File: config.mk
export PLATFORM = sky130hd
export DESIGN_NAME = alu_rr_arbiter
export DESIGN_NICKNAME = d
export VERILOG_FILES = /design/src/rtl/alu_rr_arbiter.sv
export SDC_FILE = /design/constraint.sdc
export NUM_CORES = 1
export LEC_CHECK = 0
export ABC_AREA = 1
export BUFFER_PORTS_ARGS = -buffer_cell sky130_fd_sc_hd__buf_2
export CAP_MARGIN = 20
export CORE_UTILIZATION = 49
export CTS_BUF_LIST = sky130_fd_sc_hd__clkbuf_16
export CTS_CLUSTER_DIAMETER = 200
export DETAILED_ROUTE_END_ITERATION = 8
export PLACE_DENSITY_LB_ADDON = 0.05
export SKIP_CTS_REPAIR_TIMING = 1
export SLEW_MARGIN = 20
export SYNTH_ARGS = -nofsm -noshare
export SYNTH_HDL_FRONTEND = slang
export SYNTH_SLANG_ARGS = --single-unit
export TNS_END_PERCENT = 1
File: constraint.sdc
create_clock -name clk -period 3.45 [get_ports clk]
set_clock_uncertainty 0.15 [all_clocks]
set_input_delay 0.1725 -clock clk [delete_from_list [all_inputs] [get_ports clk]]
set_output_delay 0.1725 -clock clk [all_outputs]
set_load 0.05 [all_outputs]
File: src/rtl/alu_rr_arbiter.sv
// Two-requester round-robin front end for a shared combinational ALU: accept, one EXEC cycle, held response.
// Latency: accept edge t -> rsp_valid from edge t+1; while a response is held, no new request is granted.
module alu_rr_arbiter #(
  parameter int N = 4
) (
  input  logic         clk,
  input  logic         rst,
  input  logic         req0_valid,
  output logic         req0_ready,
  input  logic [N-1:0] req0_a,
  input  logic [N-1:0] req0_b,
  input  logic [3:0]   req0_op,
  input  logic         req1_valid,
  output logic         req1_ready,
  input  logic [N-1:0] req1_a,
  input  logic [N-1:0] req1_b,
  input  logic [3:0]   req1_op,
  output logic [N-1:0] alu_a,
  output logic [N-1:0] alu_b,
  output logic [3:0]   alu_op,
  input  logic [N-1:0] alu_result,
  output logic         rsp_valid,
  input  logic         rsp_ready,
  output logic         rsp_id,
  output logic [N-1:0] rsp_result,
  output logic         rsp_err,
  output logic         busy
);

  typedef enum logic [1:0] {
    IDLE = 2'd0,
    EXEC = 2'd1,
    RESP = 2'd2
  } state_t;

  typedef struct packed {
    logic [N-1:0] a;
    logic [N-1:0] b;
    logic [3:0]   op;
  } req_t;

  localparam logic [3:0] OP_LAST = 4'd10;

  state_t state;
  logic   prio;
  logic   grant;
  logic   idle;
  logic   accept;
  logic   illegal;
  req_t   req0_dat;
  req_t   req1_dat;
  req_t   sel_dat;

  assign req0_dat = {req0_a, req0_b, req0_op};
  assign req1_dat = {req1_a, req1_b, req1_op};

  // prio only breaks ties; a lone requester always wins.
  always_comb begin
    grant = 1'b0;
    if (req0_valid && req1_valid) begin
      grant = prio;
    end else if (req1_valid) begin
      grant = 1'b1;
    end
  end

  assign idle       = (state == IDLE) && !rst;
  assign req0_ready = idle && req0_valid && !grant;
  assign req1_ready = idle && req1_valid && grant;
  assign accept     = req0_ready || req1_ready;
  assign sel_dat    = grant ? req1_dat : req0_dat;
  assign illegal    = (alu_op > OP_LAST);

  always_ff @(posedge clk) begin
    if (rst) begin
      state      <= IDLE;
      prio       <= 1'b0;
      alu_a      <= '0;
      alu_b      <= '0;
      alu_op     <= '0;
      rsp_result <= '0;
      rsp_id     <= 1'b0;
      rsp_err    <= 1'b0;
      rsp_valid  <= 1'b0;
      busy       <= 1'b0;
    end else begin
      case (state)
        IDLE: begin
          if (accept) begin
            alu_a  <= sel_dat.a;
            alu_b  <= sel_dat.b;
            alu_op <= sel_dat.op;
            rsp_id <= grant;
            prio   <= ~grant;
            busy   <= 1'b1;
            state  <= EXEC;
          end
        end
        EXEC: begin
          // Illegal opcodes report a zero result regardless of what the ALU drives.
          rsp_result <= illegal ? '0 : alu_result;
          rsp_err    <= illegal;
          rsp_valid  <= 1'b1;
          state      <= RESP;
        end
        RESP: begin
          if (rsp_ready) begin
            rsp_valid <= 1'b0;
            busy      <= 1'b0;
            state     <= IDLE;
          end
        end
        default: begin
          rsp_valid <= 1'b0;
          busy      <= 1'b0;
          state     <= IDLE;
        end
      endcase
    end
  end

  a_ready_onehot: assert property (@(posedge clk) !(req0_ready && req1_ready));
  a_ready_idle:   assert property (@(posedge clk) (req0_ready || req1_ready) |-> (state == IDLE));
  a_rsp_hold:     assert property (@(posedge clk) disable iff (rst)
                                   (rsp_valid && !rsp_ready) |=> (rsp_valid && $stable(rsp_result)
                                                                  && $stable(rsp_id) && $stable(rsp_err)));

endmodule

; Word level (Yosys, flattened, before mapping)
; Cells that the tools add are included.
[classes]
n_addsub = 0
eq_ne = 4
multipliers = 0
shifts = 0
div_mod_pow = 0
n_lt_le_gt_ge = 1
n_reduce_logical = 14
mux = 11
bitwise = 3
[ops]
columns = operator, count
row1 = 12-bit 2-to-1 mux, 1
row2 = 1-bit logical AND, 6
row3 = 1-bit case mux with 3 select lines, 2
row4 = 2-bit case mux with 3 select lines, 1
row5 = 2-bit AND reduction, 3
row6 = "4-bit greater-than comparator, second input constant", 1
row7 = 1-bit 2-to-1 mux, 4
row8 = 2-bit 2-to-1 mux, 2
row9 = 4-bit 2-to-1 mux, 1
row10 = "2-bit != test, second input constant", 2
row11 = 1-bit NOT, 3
row12 = 3-bit AND reduction, 1
row13 = "2-bit by 1-bit equality test with 1-bit output, second input constant", 1
row14 = "2-bit equality test, second input constant", 1
row15 = 1-bit logical NOT, 2
row16 = 2-bit logical NOT, 1
row17 = 1-bit logical OR, 1
[word_totals]
in_bits = 33
ff_bits = 23
rom_bits = 0
n_memories = 0
out_inout_bits = 22
word_cells = 43
ramBits = 0
latchBits = 0

; Logic depth before layout (Yosys ltp)
; Gate-level depths: netlist of run 1.
[depth]
depth_word = 7
mapped_depth = 8
mapped_depth_nobuf = 7

; Worst setup path before layout of run 1
; OpenSTA, ideal clock, no wires.
[synth_path]
path_type = register -> output
from = register state[0]
to = output req0_ready
stages_incl_launch_ff = 5
slack_ns = 1.694
arrival_time_ns = 1.433
required_time_ns = 3.127
path_buffers = 1
cell_sequence = dfxtp_1 > nor2_2 > nand3_4 > buf_2 > nor2_1
[synth_between]
elab_chain_len = 4
[synth_rtl]
columns = item, line
row1 = start: declaration, 44  ; state_t state;
row2 = start signal: assignment, 76  ; state <= IDLE;
row3 = start signal: assignment, 96  ; state <= EXEC;
row4 = start signal: assignment, 104  ; state <= RESP;
row5 = 2-bit logical NOT, 67  ; assign idle = (state == IDLE) && !rst;
row6 = 1-bit logical AND, 67
row7 = 1-bit logical AND (2 in a row), 68  ; assign req0_ready = idle && req0_valid && !grant;
row8 = end: declaration, 9  ; output logic req0_ready,
; No other way between the ends.

; Worst setup path in the final report of run 1
[layout_path]
from = register prio
to = output req1_ready
[layout_between]
elab_chain_len = 2
[layout_rtl]
columns = item, line
row1 = start: declaration, 45  ; logic prio;
row2 = start signal: assignment, 94  ; prio <= ~grant;
row3 = 1-bit 2-to-1 mux, 60  ; if (req0_valid && req1_valid) begin
row4 = 1-bit logical AND, 69  ; assign req1_ready = idle && req1_valid && grant;
row5 = end: declaration, 14  ; output logic req1_ready,
; No other way between the ends.

==> results of run 1 <==
==> worst min-delay path by stage <==
stage                                  to  slack (ns)  cells past startpoint
2_1_floorplan  rsp_result[0]$_SDFFE_PP0P_        0.17                      2
3_3_place_gp   rsp_result[2]$_SDFFE_PP0P_        0.27                      3
3_5_place_dp   rsp_result[1]$_SDFFE_PP0P_        0.28                      3
4_1_cts        rsp_result[1]$_SDFFE_PP0P_        0.01                      3
5_1_grt        rsp_result[2]$_SDFFE_PP0P_        0.04                      3
6_report       rsp_result[1]$_SDFFE_PP0P_        0.02                      3
==> cell families after synthesis <==
group / count (synthesis) / share of synthesized area (%)
AND/OR/NAND/NOR: 114 / 44.8
buffers and inverters: 27 / 11.1
flip-flops: 23 / 38.5
AO/OA/AOI/OAI: 10 / 5.65
==> power groups by stage <==
| stage | combinational [mW] | sequential [mW] | clock, mW |
|---|---|---|---|
| after floorplan | 0.117 | 0.404 | 0 |
| after global placement | 0.259 | 0.314 | 0 |
| after detailed placement | 0.261 | 0.316 | 0 |
| after CTS | 0.262 | 0.310 | 0.251 |
| after global routing | 0.286 | 0.314 | 0.265 |
| final | 0.260 | 0.310 | 0.245 |
==> metrics by stage <==
step	hold WS, ns	instances	worst slack [ns]
6_report	0.0199	252	1.64
2_1_floorplan	0.166	174	1.69
4_1_cts	0.0142	252	1.63
3_5_place_dp	0.280	248	1.90
3_3_place_gp	0.273	248	1.93
5_1_grt	0.0388	252	1.54
==> sequential cells by signal, indices dropped and copies added (netlist names) <==
| signal | count |
|---|---|
| prio | 1 |
| rsp_valid | 1 |
| rsp_err | 1 |
| state | 2 |
| rsp_result | 4 |
| alu_op | 4 |
| busy | 1 |
| rsp_id | 1 |
| alu_a | 4 |
| alu_b | 4 |
==> cell usage in the layout (no fill, tap or decap), drive strengths merged <==
cell type,instances
inv,20
dfxtp,23
o211a,1
clkbuf,3
nand2,56
a211oi,1
buf,54
nand3,27
o21ai,1
a21boi,1
a21oi,6
nor2,31
==> worst max-delay path, cell delays in order, from the launching register on <==
cell and delay [ns]:
dfxtp_1 0.32, inv_2 0.05, nand2_2 0.20, nand2_4 0.16
nor2_4 0.20, buf_2 0.30
==> final cells by class <==
cell class,instances,area (um^2),area share [%]
repair buffers,54,270,17.7
inverters,19,76.3,5.01
clock inverters,1,3.75,0.246
flip-flops and latches,23,460,30.2
clock buffers,3,75.1,4.93
multi-input cells,124,603,39.6
well taps,28,35.0,2.30
==> metal layers <==
layer,global-route usage (%),vias up
met3,5.06,8
met1,29.6,531
met5,0,-
met4,11.3,0
li1,-,641
met2,41.1,51
==> qor.yml, run 1 <==
cts:
  path_clk_slew_ns: 0.06
  clock_latency_ns: 0.25
  cts_sinks: 23
  root_buffer: "clkbuf_16"
  htree_levels: 1
  cts_buffers: 3
  cts_buffer_depth: 2
  cts_tree: "built"
power_and_ir_drop:
  cellLeakagePower_nw: 0.869
  clock_power_share_pct: 30.0
  p_int_mw: 0.522
  power_frac_comb_pct: 31.9
  p_total_mw: 0.815
  power.switching_mw: 0.294
  p_seq_share_pct: 38.0
  power_switching_share_pct: 36.0
  ir_drop_uv: 306
  power.density_nw_per_um2: 535
critical_path:
  worstSetupStartpoint: "prio$_SDFFE_PP0P_"
  critPathLaunchType: "flop"
  worst-r2r-cell-count: 7
  critPathArrivalTime_ns: 1.49
  path_class: "flop to output pin"
  cp-end-kind: "output pin"
  r2r_end: "alu_a[1]$_SDFFE_PP0P_"
  regToRegStartpoint: "prio$_SDFFE_PP0P_"
  reg2reg_slack_ns: 1.99
  cp.required_ns: 3.13
  crit_end: "req1_ready"
  path_max_fanout: 13
timing:
  rsz0062_at_grt: "no"
  timing.fmax_ghz: 0.553
  finalCritPeriodShare_pct: 52.4
  worst_pin_slew_ns: 0.264
  setup_viol: 0
  period_needed_ns: 1.81
  final-hold-violation-count: 0
  slew_violations: 0
  max-slew-margin-rel_pct: 82.4
  finalSetupTns_ns: 0
cells_and_area:
  post-route-util_pct: 67.6
  antenna_cells: 0
  fillers: 219
  layout-drive-gt1-share_pct: 34.8
  finalInstanceArea_um2: 1520
  nets: 258
  syn2layout_area_growth_pct: 27.4
routing:
  vias: 1231
  drtIter0Drc: 30
  vias_per_cell: 4.88
  first_pass_iters: 4
  met1Wirelength_um: 1270
  antenna_left: 0
  post_drt_wl_per_cell_um: 10.7
  drc_errors: 0
  wl_met2_um: 1210
  wl_um: 2710
  dr.max_layer_used: "met4"
  wl_met3_um: 166
global_route:
  grt_pass1_vias: 1111
  antenna_found_initial: 0
  grt_max_degree: 19
  track_usage_pct: 24.5
  grt_pass1_wl_um: 4750
  grt.overflow.total: 0
yosys:
  synth-edff-count: 0
  synth_area_leaders: "dfxtp_1 (38%), nand2_1 (16%), nand3_1 (11%)"
  ys_warn_count: 0
  yosysMostFrequentCell: "nand2_1"
  async_reset_ff_share_pct: 0
  synthTopCellsByCount: "nand2_1 (52), nand3_1 (26), dfxtp_1 (23)"
  syn_area_per_cell_um2: 6.87
  synth_seq_area_share_pct: 38.5
  synthDistinctLibCells: 23
  synthCells: 174
  synthesis.area_um2: 1200
  synth_top_area_share_pct: 38.5
  yosysTopAreaCell: "dfxtp_1"
  synth_nets: 207
  synth-seq-cells: 23
  synth-main-ff-cell: "dfxtp_1"
status:
  status: "finished, final reports clean"
floorplanning:
  die_h_um: 51.4
  pin_count: 55
  die_area_um2: 2640
  num_rows: 17
  coreArea_um2: 2250
  chipWidth_um: 51.4
  initial_core_util_pct: 53.1
place:
  dpl.hpwl_um: 1980
  place_area_um2: 1450
  gp_congestion: 0.762
  port_buffers: 54
min_path:
  hp-start: "alu_result[1]"
  hold_class: "primary input to flop"
job:
  drv_cap: 0
Power figures use the tool's default switching activity.
==> inputs of run 2 (changes only) <==
- CORE_UTILIZATION: 49 -> 41
- clock period: 3.45 -> 1.5 ns (I/O delays scaled with it)
==> run 2 against run 1 <==
Highest routed layer unchanged. Clock power grew 130%. Critical path depth fell by 1. Hold slack lost 0.026 ns. Non-clock buffer count up 10. Total power up 140%. Die area is 19% higher. Largest cell class unchanged. Clock-buffer cell count is the same. The run now ends with negative hold slack left. Sequential share of layout area fell by 2.7 points. Wire length increased by 8.1%.
==> qor.yml, run 2 (synthesized netlist as in run 1, its figures left out) <==
status:
  status: "complete, but fails checks"
  failed_checks: "negative hold slack"
global_route:
  grt_max_degree: 19
  track_usage_pct: 18.4
  grt_pass1_vias: 1123
  antenna_found_initial: 0
  grt_pass1_wl_um: 4650
  grt.overflow.total: 0
cts:
  cts_buffer_depth: 2
  cts_sinks: 23
  cts_tree: "built"
  htree_levels: 1
  path_clk_slew_ns: 0.06
  cts_buffers: 3
  root_buffer: "clkbuf_16"
  clock_latency_ns: 0.25
critical_path:
  worst-path-buf-inv: 1
  regToRegStartpoint: "prio$_SDFFE_PP0P_"
  r2r_end: "alu_op[0]$_SDFFE_PP0P_"
  critPathArrivalTime_ns: 1.20
  cp.required_ns: 1.27
  cp_cell_sequence: "nor2_4 -> nand3_4 -> nor2_2 -> buf_4"
  reg2reg_slack_ns: 0.12
  cp_top_family: "simple AND/OR/NAND/NOR gates"
  cp-end-kind: "output pin"
  cpPeakStageDelay_ns: 0.34
  path_class: "flop to output pin"
  path_max_fanout: 9
  slowest_stage: "dfxtp_1"
  critPathLaunchType: "flop"
  worst-r2r-cell-count: 8
routing:
  wl_um: 2930
  vias_per_cell: 4.65
  first_pass_iters: 4
  drtIter0Drc: 53
  antenna_left: 0
  post_drt_wl_per_cell_um: 11.0
  drc_errors: 0
  vias: 1236
timing:
  hold_ws_ns: -0.00589
  finalSetupTns_ns: 0
  worst_pin_slew_ns: 0.263
  timing.fmax_ghz: 0.702
  final-hold-violation-count: 6
  rsz0062_at_grt: "no"
  setup_viol: 0
  period_needed_ns: 1.42
  slew_violations: 0
  max-slew-margin-rel_pct: 82.4
  worst_slack_ns: 0.0764
  finalCritPeriodShare_pct: 94.9
power_and_ir_drop:
  ir_drop_uv: 905
  power.density_nw_per_um2: 1160
  cellLeakagePower_nw: 0.922
job:
  drv_cap: 0
cells_and_area:
  layout-drive-gt1-share_pct: 36.6
  post-route-util_pct: 60.7
  mostFrequentLayoutCells: "nand2_1 (52), buf_2 (52), nand3_1 (26), dfxtp_1 (23), nor2_1 (19)"
  multi_input_area_um2: 636
  finalInstanceArea_um2: 1670
  antenna_cells: 0
  nets: 269
  fillers: 261
  syn2layout_area_growth_pct: 40.0
  seqCellArea_um2: 460
floorplanning:
  die_h_um: 56.0
  coreArea_um2: 2760
  die_area_um2: 3140
  pin_count: 55
  chipWidth_um: 56.0
  num_rows: 19
  initial_core_util_pct: 43.4
min_path:
  hp-start: "req0_b[3]"
  whs_path_depth: 5
  min_to: "alu_b[3]$_SDFFE_PP0P_"
  hold_class: "primary input to flop"
place:
  place_area_um2: 1480
  dpl.hpwl_um: 1990
  dp_slack_ns: 0.211
  gp_congestion: 0.725
  port_buffers: 54
==> run 2: cell count changes in the layout (fill, tap and decap cells not counted), moves of 2 or more <==
cell / change
buf_2: -2
buf_4: +5
dlygate4sd3_1: +5
nor2_4: +2
==> run 2: layout make-up <==
cell class	count	share of cell area, %
Multi-Input combinational cell	125	38.0
Sequential cell	23	27.5
Timing Repair Buffer	64	22.9
Inverter	19	4.56
Clock buffer	3	4.48
Tap cell	31	2.32
Clock inverter	1	0.299
==> run 2: report_power, final <==
| group | switching, mW | total (mW) | internal (mW) |
|---|---|---|---|
| clock | 0.216 | 0.574 | 0.358 |
| sequential | 0.0371 | 0.715 | 0.678 |
| combinational | 0.450 | 0.649 | 0.199 |
| total | 0.703 | 1.94 | 1.24 |
==> run 2: metrics by stage <==
stage | total power, mW | cells
after floorplan | 1.20 | 174
final | 1.94 | 266
after detailed placement | 1.34 | 255
after CTS | 1.92 | 259
after global placement | 1.33 | 255
after global routing | 2.05 | 266
==> run 2: per-layer routing <==
| layer | share of wire [%] | wire length [um] | GRT usage, % | vias up |
|---|---|---|---|---|
| met3 | 3.3 | 97 | 2.09 | 2 |
| met4 | 0.58 | 17 | 7.67 | 0 |
| met1 | 46 | 1330 | 21.0 | 542 |
| met2 | 51 | 1480 | 34.4 | 34 |
| li1 | - | - | - | 658 |
| met5 | 0 | 0 | 0 | - |
==> run 2: worst max path at each step <==
stage | slack [ns] | cells past startpoint | from | endpoint
detailed placement | 0.21 | 6 | state[0]$_SDFFE_PP0P_ | alu_a[3]$_SDFFE_PP0P_
CTS | -0.07 | 4 | state[0]$_SDFFE_PP0P_ | req1_ready
finish | 0.08 | 4 | state[0]$_SDFFE_PP0P_ | req0_ready
global placement | 0.22 | 4 | state[0]$_SDFFE_PP0P_ | req1_ready
floorplan | -0.01 | 7 | state[0]$_SDFFE_PP0P_ | alu_a[0]$_SDFFE_PP0P_
global route | 0.02 | 4 | state[0]$_SDFFE_PP0P_ | req0_ready
==> run 2: worst register-to-register path: cells and delay by family, from the launching register on <==
family                 cells  cell delay, ns
buffers and inverters      2            0.22
flip-flops                 1            0.30
AND/OR/NAND/NOR            6            0.65
